===== config.mk =====
export PLATFORM = sky130hd
export DESIGN_NAME = timer_tick_gen
export DESIGN_NICKNAME = d
export VERILOG_FILES = /design/src/rtl/timer_tick_gen.sv
export SDC_FILE = /design/constraint.sdc
export NUM_CORES = 1
export LEC_CHECK = 0
export ABC_AREA = 1
export CORE_ASPECT_RATIO = 0.9
export CORE_UTILIZATION = 30
export DETAILED_ROUTE_END_ITERATION = 12
export PLACE_DENSITY_LB_ADDON = 0.15
export SYNTH_ARGS = -nofsm -noshare
export SYNTH_HDL_FRONTEND = slang
export SYNTH_SLANG_ARGS = --single-unit

===== constraint.sdc =====
create_clock -name clk -period 0.89 [get_ports clk]
set_input_delay 0.2225 -clock clk [delete_from_list [all_inputs] [get_ports clk]]
set_output_delay 0.2225 -clock clk [all_outputs]
set_load 0.02 [all_outputs]

===== src/rtl/timer_tick_gen.sv =====
// Tick generator for a 16-bit timer/counter. It produces one-cycle increment strobes
// from a prescaled clock (timer mode) or from falling edges on a synchronised pin (counter mode).
module timer_tick_gen #(
  parameter int unsigned PRESCALE    = 12,
  parameter int unsigned SYNC_STAGES = 2
) (
  input  logic clk,
  input  logic reset,
  input  logic gate,
  input  logic intx,
  input  logic tr,
  input  logic cin,
  input  logic c_t,
  output logic cnt_en,
  output logic run
);

  localparam int unsigned PW = (PRESCALE > 1) ? $clog2(PRESCALE) : 1;
  localparam logic [PW-1:0] PRESC_MAX = PW'(PRESCALE - 1);

  logic [SYNC_STAGES-1:0] cin_sync_q, cin_sync_d;
  logic [SYNC_STAGES-1:0] intx_sync_q, intx_sync_d;
  logic                   cin_d_q, cin_d_d;
  logic                   c_t_q, c_t_d;
  logic [PW-1:0]          presc_q, presc_d;
  logic                   run_q, run_d;
  logic                   cnt_en_q, cnt_en_d;

  logic cin_s;
  logic intx_s;
  logic fall;
  logic mode_chg;
  logic tick;

  assign cin_s    = cin_sync_q[SYNC_STAGES-1];
  assign intx_s   = intx_sync_q[SYNC_STAGES-1];
  assign fall     = cin_d_q & ~cin_s;
  assign mode_chg = c_t ^ c_t_q;

  always_comb begin
    cin_sync_d  = {cin_sync_q[SYNC_STAGES-2:0], cin};
    intx_sync_d = {intx_sync_q[SYNC_STAGES-2:0], intx};
    cin_d_d     = cin_s;
    c_t_d       = c_t;
    run_d       = tr & (~gate | intx_s);
  end

  // The prescaler advances on the registered run so that gating takes effect one cycle late.
  // When the gate is closed the prescaler holds its count and does not clear.
  always_comb begin
    presc_d = presc_q;
    tick    = 1'b0;
    if (!tr || c_t || mode_chg) begin
      presc_d = '0;
    end else if (run_q) begin
      if (presc_q == PRESC_MAX) begin
        presc_d = '0;
        tick    = 1'b1;
      end else begin
        presc_d = presc_q + 1'b1;
      end
    end
  end

  always_comb begin
    cnt_en_d = 1'b0;
    if (c_t) begin
      cnt_en_d = fall & run_q & ~mode_chg;
    end else begin
      cnt_en_d = tick;
    end
  end

  always_ff @(posedge clk) begin
    if (reset) begin
      cin_sync_q  <= '0;
      intx_sync_q <= '0;
      cin_d_q     <= 1'b0;
      c_t_q       <= 1'b0;
      presc_q     <= '0;
      run_q       <= 1'b0;
      cnt_en_q    <= 1'b0;
    end else begin
      cin_sync_q  <= cin_sync_d;
      intx_sync_q <= intx_sync_d;
      cin_d_q     <= cin_d_d;
      c_t_q       <= c_t_d;
      presc_q     <= presc_d;
      run_q       <= run_d;
      cnt_en_q    <= cnt_en_d;
    end
  end

  assign cnt_en = cnt_en_q;
  assign run    = run_q;

  a_no_back_to_back: assert property (@(posedge clk) disable iff (reset)
    cnt_en_q |=> !cnt_en_q);

  a_presc_range: assert property (@(posedge clk) disable iff (reset)
    presc_q <= PRESC_MAX);

endmodule


==> results of run 1 <==
==> metrics by stage <==
step	power (µW)	worst slack [ns]	cell area [µm²]	cells
2_1_floorplan	605	-0.0282	474	59
3_3_place_gp	651	-0.307	599	86
3_5_place_dp	652	-0.321	599	86
4_1_cts	1090	-0.0623	659	90
5_1_grt	1130	-0.0946	659	90
6_report	1070	-0.0506	659	90
==> registers in the layout (all words and copies together), names as in the netlist <==
| name | count |
|---|---|
| intx_sync_q | 2 |
| cnt_en | 1 |
| cin_sync_q | 2 |
| presc_q | 4 |
| c_t_q | 1 |
| cin_d_q | 1 |
| run | 1 |
==> kinds of logic after synthesis <==
kind of cell / Yosys count / synth area share (%)
and+or+nand+nor: 28 / 27.6
xor gates and xnor gates: 2 / 3.75
DFF: 12 / 51.5
buffers and inverters: 13 / 11.3
adders and majority gates: 1 / 2.68
AOI/OAI and AO/OA: 3 / 3.22
==> power breakdown <==
group          total, µW  internal (µW)  switching (µW)
registers            557            551            5.18
clock network        433            248             185
logic               80.6           45.6            35.0
==> worst max-delay path by stage <==
stage	from	end	slack [ns]	cells after the start
floorplan	presc_q[1]	presc_q[1]	-0.03	4
global placement	reset	presc_q[3]	-0.31	6
detailed placement	reset	presc_q[3]	-0.32	6
CTS	cnt_en	cnt_en	-0.06	1
global route	run	presc_q[3]	-0.09	6
finish	run	run	-0.05	1
==> repair_timing <==
action | 4_1_cts | 5_1_grt
pin swaps | 3 | 0
hold buffers | 0 | 0
endpoints found under the setup margin | 7 | 7
resized for setup | 19 | 1
==> metal layers <==
| layer | wire length (µm) | GRT usage, % |
|---|---|---|
| met4 | 0 | 2.34 |
| met5 | 0 | 0 |
| met2 | 402 | 23.1 |
| met3 | 36 | 6.91 |
| met1 | 345 | 10.7 |
==> cells in the mapped netlist (all sizes together) <==
master  number
nor3         1
buf          1
a21oi        1
inv         12
nand2       12
o21ai        2
nand4        1
xor2         1
ha           1
nand3        1
nor2        12
dfxtp       12
and2         1
xnor2        1
==> area by class of cell <==
cell class	instances	area [µm²]
flip-flops and latches	12	245
multi-input cells	34	195
inverters	12	45.0
clock buffers	4	36.3
well taps	15	18.8
fillers	155	788
repair buffers	13	119
==> metrics.md, run 1 <==
| Metric | Value |
|---|---|
| Root Buffer | `clkbuf_4` |
| Worst slew margin | `89.2%` |
| Violated checks | `setup timing` |
| Post-layout min period | `0.941 ns` |
| Effective utilization at floorplan | `32.2%` |
| Sequential element share of the synthesized area | `51.5%` |
| Post-synth top area share | `51.5%` |
| Worst r2r path cells | `4` |
| CTS HTree Levels | `1` |
| IO buf count | `8` |
| CP max stage delay | `0.33 ns` |
| Crit Path Max Fanout | `2` |
| CTS Buffer Depth | `2` |
| Critical Path AT | `0.72 ns` |
| Post-CTS Setup Inserts | `0` |
| Global-route wire length before repair | `1390 µm` |
| Crit share post-route | `106%` |
| DR DRC count | `0` |
| Final core occ | `45.5%` |
| Largest area contributor in the netlist | `dfxtp_1` |
| Post-route ant nets | `0` |
| Synthesized area | `467 µm²` |
| Cell count after synthesis | `59` |
| ANT cells | `0` |
| Num CTS Buffers | `3` |
| CP required | `0.67 ns` |
| CTS clk-pin slew, worst paths | `0.08 ns` |
| Net Count, Synth | `67` |
| Max Cap Viol | `0` |
| WL per Instance | `8.70 µm` |
| Synthesized area per cell | `7.91 µm²` |
| Setup CP Type | `reg -> out` |
| Critical path, cell by cell | `buf_6` |
| R2R setup slack | `-0.01 ns` |
| DIE AREA | `0.00172 mm²` |
| Maximum vdd drop | `0.812 mV` |
| Layout cells sized above 1 | `32.0%` |
| Final setup TNS | `-0.108 ns` |
| Crit path max-delay family | `flip-flops` |
| Crit path max-delay cell type | `dfxtp_2` |
| Final Setup Violations | `4` |
| Number of global-route vias before repair | `375` |
| Congestion Overflow GR | `0` |
| Hold Vio Cnt, Final | `0` |
| Reg-to-reg endpoint | `presc_q[2]` |
| Ports | `9` |
| Number of core rows | `13` |
| Clk_lat worst skew | `0.27 ns` |
| F_max | `1060 MHz` |
| Nets@finish | `84` |
| Global placement routability congestion | `0.733` |
| Hold/Removal Path Class | `in -> reg` |
| Unique masters post-synth | `18` |
| Clk_skew | `0.00207 ns` |
| Flops & latches, synth | `12` |
| Hold path cells | `3` |
| First drt pass iteration count | `2` |
| Hold wc startpoint | `reset` |
| Detailed Route Iter0 Violations | `3` |
| Final hold slack | `0.401 ns` |
| Die height | `39.4 µm` |
| CP Buf/Inv Count | `1` |
| Core ar. | `0.00145 mm²` |
| Drt total wl | `783 µm` |
| Worst Hold End | `intx_sync_q[1]` |
| Die Span X | `43.6 µm` |
| Pleak | `0.000286 µW` |
| Most common cell after layout, fill and taps aside | `inv_1` |
| Unrepaired setup endpoints after global routing | `true` |
| PD cells | `1620 mW/mm²` |
| Critical Path Source Type | `flop` |
| Synth area leaders | `dfxtp_1 51%, inv_1 8.8%, nand2_1 8.0%` |
| Synth warn | `0` |
| GRT Total Usage | `11.9%` |
| Via density | `4.18` |
| TritonCTS clock tree | `built` |
| Final worst setup slack | `-0.0506 ns` |
| Dpl hpwl | `588 µm` |
| Vias | `376` |
| Crit end category | `output port` |
| Most frequent cells in the layout | `11 x inv_1, 10 x nor2_1, 9 x nand2_1` |
| Max-slew violation count | `0` |
| Pin count of the biggest net entering global routing | `8` |
| Least-Margin Pin Slew | `0.162 ns` |
| Antenna violations before repair | `0` |
| Reg-to-Reg Start | `presc_q[0]` |
| Status | `finished with violations` |
| Clock sink count | `12` |
| Area grow syn2layout | `41.3%` |
No activity file was read; power rests on OpenSTA's default activity.
==> run 2: changes to the inputs <==
- GPL_TIMING_DRIVEN: not set -> 0
==> run 2 against run 1 <==
Effect of this change: the flow still finishes with violations (setup timing); clock skew is 0.00084 ns lower; critical path depth stayed put; core utilization is 0.26 points lower; largest cell class unchanged; via count is 1.6% lower; count of clock-buffer cells in the layout stayed put; power is 0.71% lower; cell count is 2.2% lower; non-clock buffer count is 2 lower; sequential power hardly changed; first-iteration DRC count is 33% lower; final area is 0.57% lower; largest power group unchanged; critical path type unchanged.
==> metrics.md, run 2 (synthesized netlist as in run 1, its figures left out) <==
| Metric | Value |
|---|---|
| Status | `finished with violations (unchanged)` |
| Violated checks | `setup timing (unchanged)` |
| Worst slew margin | `82.0% (was 89.2%)` |
| DIE AREA | `0.00172 mm² (unchanged)` |
| Hold/Removal Path Class | `reg -> reg (was in -> reg)` |
| Crit end category | `output port (unchanged)` |
| DR DRC count | `0 (unchanged)` |
| Congestion Overflow GR | `0 (unchanged)` |
| Vias | `370 (was 376)` |
| CP required | `0.67 ns (about the same)` |
| CTS Buffer Depth | `2 (unchanged)` |
| Maximum vdd drop | `0.854 mV (was 0.812 mV)` |
| Antenna violations before repair | `0 (unchanged)` |
| Ports | `9 (unchanged)` |
| Most frequent cells in the layout | `10 x inv_1, 10 x nor2_1, 8 x nand2_1, 8 x dfxtp_1, 5 x clkdlybuf4s50_1 (was 11 x inv_1, 10 x nor2_1, 9 x nand2_1)` |
| GRT Total Usage | `10.7% (was 11.9%)` |
| Clk_lat worst skew | `0.27 ns (about the same)` |
| First drt pass iteration count | `2 (unchanged)` |
| PD cells | `1620 mW/mm² (about the same)` |
| Die Span X | `43.6 µm (unchanged)` |
| Fillcell total | `152 (was 155)` |
| Final worst setup slack | `-0.0612 ns (was -0.0506 ns)` |
| Clk_skew | `0.00123 ns (was 0.00207 ns)` |
| Least-Margin Pin Slew | `0.269 ns (was 0.162 ns)` |
| Post-layout min period | `0.951 ns (was 0.941 ns)` |
| Critical path, cell by cell | `buf_6 (unchanged)` |
| Post-route ant nets | `0 (unchanged)` |
| Pin count of the biggest net entering global routing | `8 (unchanged)` |
| Hold_buf cts | `0 (unchanged)` |
| CP Buf/Inv Count | `1 (unchanged)` |
| Clock sink count | `12 (unchanged)` |
| WL per Instance | `8.47 µm (was 8.70 µm)` |
| R2R setup slack | `-0.01 ns (about the same)` |
| Drt total wl | `745 µm (was 783 µm)` |
| Dpl hpwl | `513 µm (was 588 µm)` |
| Unrepaired setup endpoints after global routing | `true (unchanged)` |
| Core ar. | `0.00145 mm² (unchanged)` |
| Layout cells sized above 1 | `32.9% (was 32.0%)` |
| Registers with the most flip-flops | `presc_q: 4 flops, cin_sync_q: 2 flops, intx_sync_q: 2 flops (unchanged)` |
| Critical Path Source Type | `flop (unchanged)` |
| Crit Path Max Fanout | `2 (unchanged)` |
| TritonCTS clock tree | `built (unchanged)` |
| IO buf count | `8 (unchanged)` |
| Area grow syn2layout | `40.5% (was 41.3%)` |
| Number of core rows | `13 (unchanged)` |
| Total Power | `1060 µW (was 1070 µW)` |
| FF/Latch Area | `245 µm² (unchanged)` |
| Max Cap Viol | `0 (unchanged)` |
| Root Buffer | `clkbuf_4 (unchanged)` |
| Via density | `4.20 (was 4.18)` |
| Detailed Route Iter0 Violations | `2 (was 3)` |
| Nets@finish | `82 (was 84)` |
| Number of global-route vias before repair | `330 (was 375)` |
| CTS HTree Levels | `1 (unchanged)` |
| CP max stage delay | `0.34 ns (was 0.33 ns)` |
| Largest register FFs | `4 (unchanged)` |
| Area occupied by multi-input gates | `203 µm² (was 195 µm²)` |
| Global-route wire length before repair | `1210 µm (was 1390 µm)` |
| Crit path max-delay cell type | `dfxtp_2 (unchanged)` |
| Global placement routability congestion | `0.726 (was 0.733)` |
| Num CTS Buffers | `3 (unchanged)` |
| Pleak | `0.000291 µW (was 0.000286 µW)` |
| Max-slew violation count | `0 (unchanged)` |
| Crit path max-delay family | `flip-flops (unchanged)` |
| Final hold slack | `0.409 ns (was 0.401 ns)` |
| Setup WS pre-CTS | `-0.435 ns (was -0.321 ns)` |
| Final Setup Violations | `4 (unchanged)` |
| Die height | `39.4 µm (unchanged)` |
| Final core occ | `45.3% (was 45.5%)` |
| Effective utilization at floorplan | `32.2% (unchanged)` |
| Hold Vio Cnt, Final | `0 (unchanged)` |
| Critical Path AT | `0.73 ns (was 0.72 ns)` |
| ANT cells | `0 (unchanged)` |
| Setup CP Type | `reg -> out (unchanged)` |
| F_max | `1050 MHz (was 1060 MHz)` |
| CTS clk-pin slew, worst paths | `0.07 ns (was 0.08 ns)` |
| Reg with most FFs | `presc_q (unchanged)` |
| Crit share post-route | `107% (was 106%)` |
-- run 2: path summary, 6_finish.rpt --
path                  startpoint             end  depth (start not counted)
setup / recovery             run             run                          1
hold / removal    intx_sync_q[0]  intx_sync_q[1]                          2
setup reg to reg      presc_q[1]      presc_q[3]                          6
hold reg to reg   intx_sync_q[0]  intx_sync_q[1]                          2
-- run 2: area by class of cell --
| type | count | area share, % |
|---|---|---|
| plain buffers | 1 | 1.72 |
| multi-input cells | 34 | 30.9 |
| clock buffers | 4 | 5.53 |
| repair buffers | 10 | 14.7 |
| well taps | 15 | 2.86 |
| inverters | 12 | 6.87 |
| flip-flops and latches | 12 | 37.4 |
-- run 2: through the flow --
| step | cells | instance area, µm² | TNS (ns) |
|---|---|---|---|
| 5_1_grt | 88 | 656 | -0.308 |
| 3_3_place_gp | 82 | 573 | -3.71 |
| 4_1_cts | 88 | 643 | -0.134 |
| 3_5_place_dp | 82 | 573 | -3.85 |
| 2_1_floorplan | 59 | 474 | -0.0282 |
| 6_report | 88 | 656 | -0.116 |
-- run 2: metal layers --
layer  up-vias  routed length [µm]  global-route usage, %
li1        200                   -                      -
met1       160                 314                   9.92
met2         8                 368                   17.5
met3         2                  54                   8.29
met4         0                   8                   4.69
met5         -                   0                      0
-- run 2: report_power, final --
| group | total (µW) | switching (µW) | leakage (µW) | internal, µW |
|---|---|---|---|---|
| logic | 78.0 | 36.2 | 0.000170 | 41.9 |
| registers | 557 | 5.58 | 0.000100 | 552 |
| clock network | 428 | 179 | 0.0000210 | 249 |
-- run 2: what timing repair did --
action	CTS	global route
pin swaps	2	4
resized for setup	18	5
buffers inserted	2	0
setup endpoints to repair	7	7
endpoints found under the hold margin	0	0
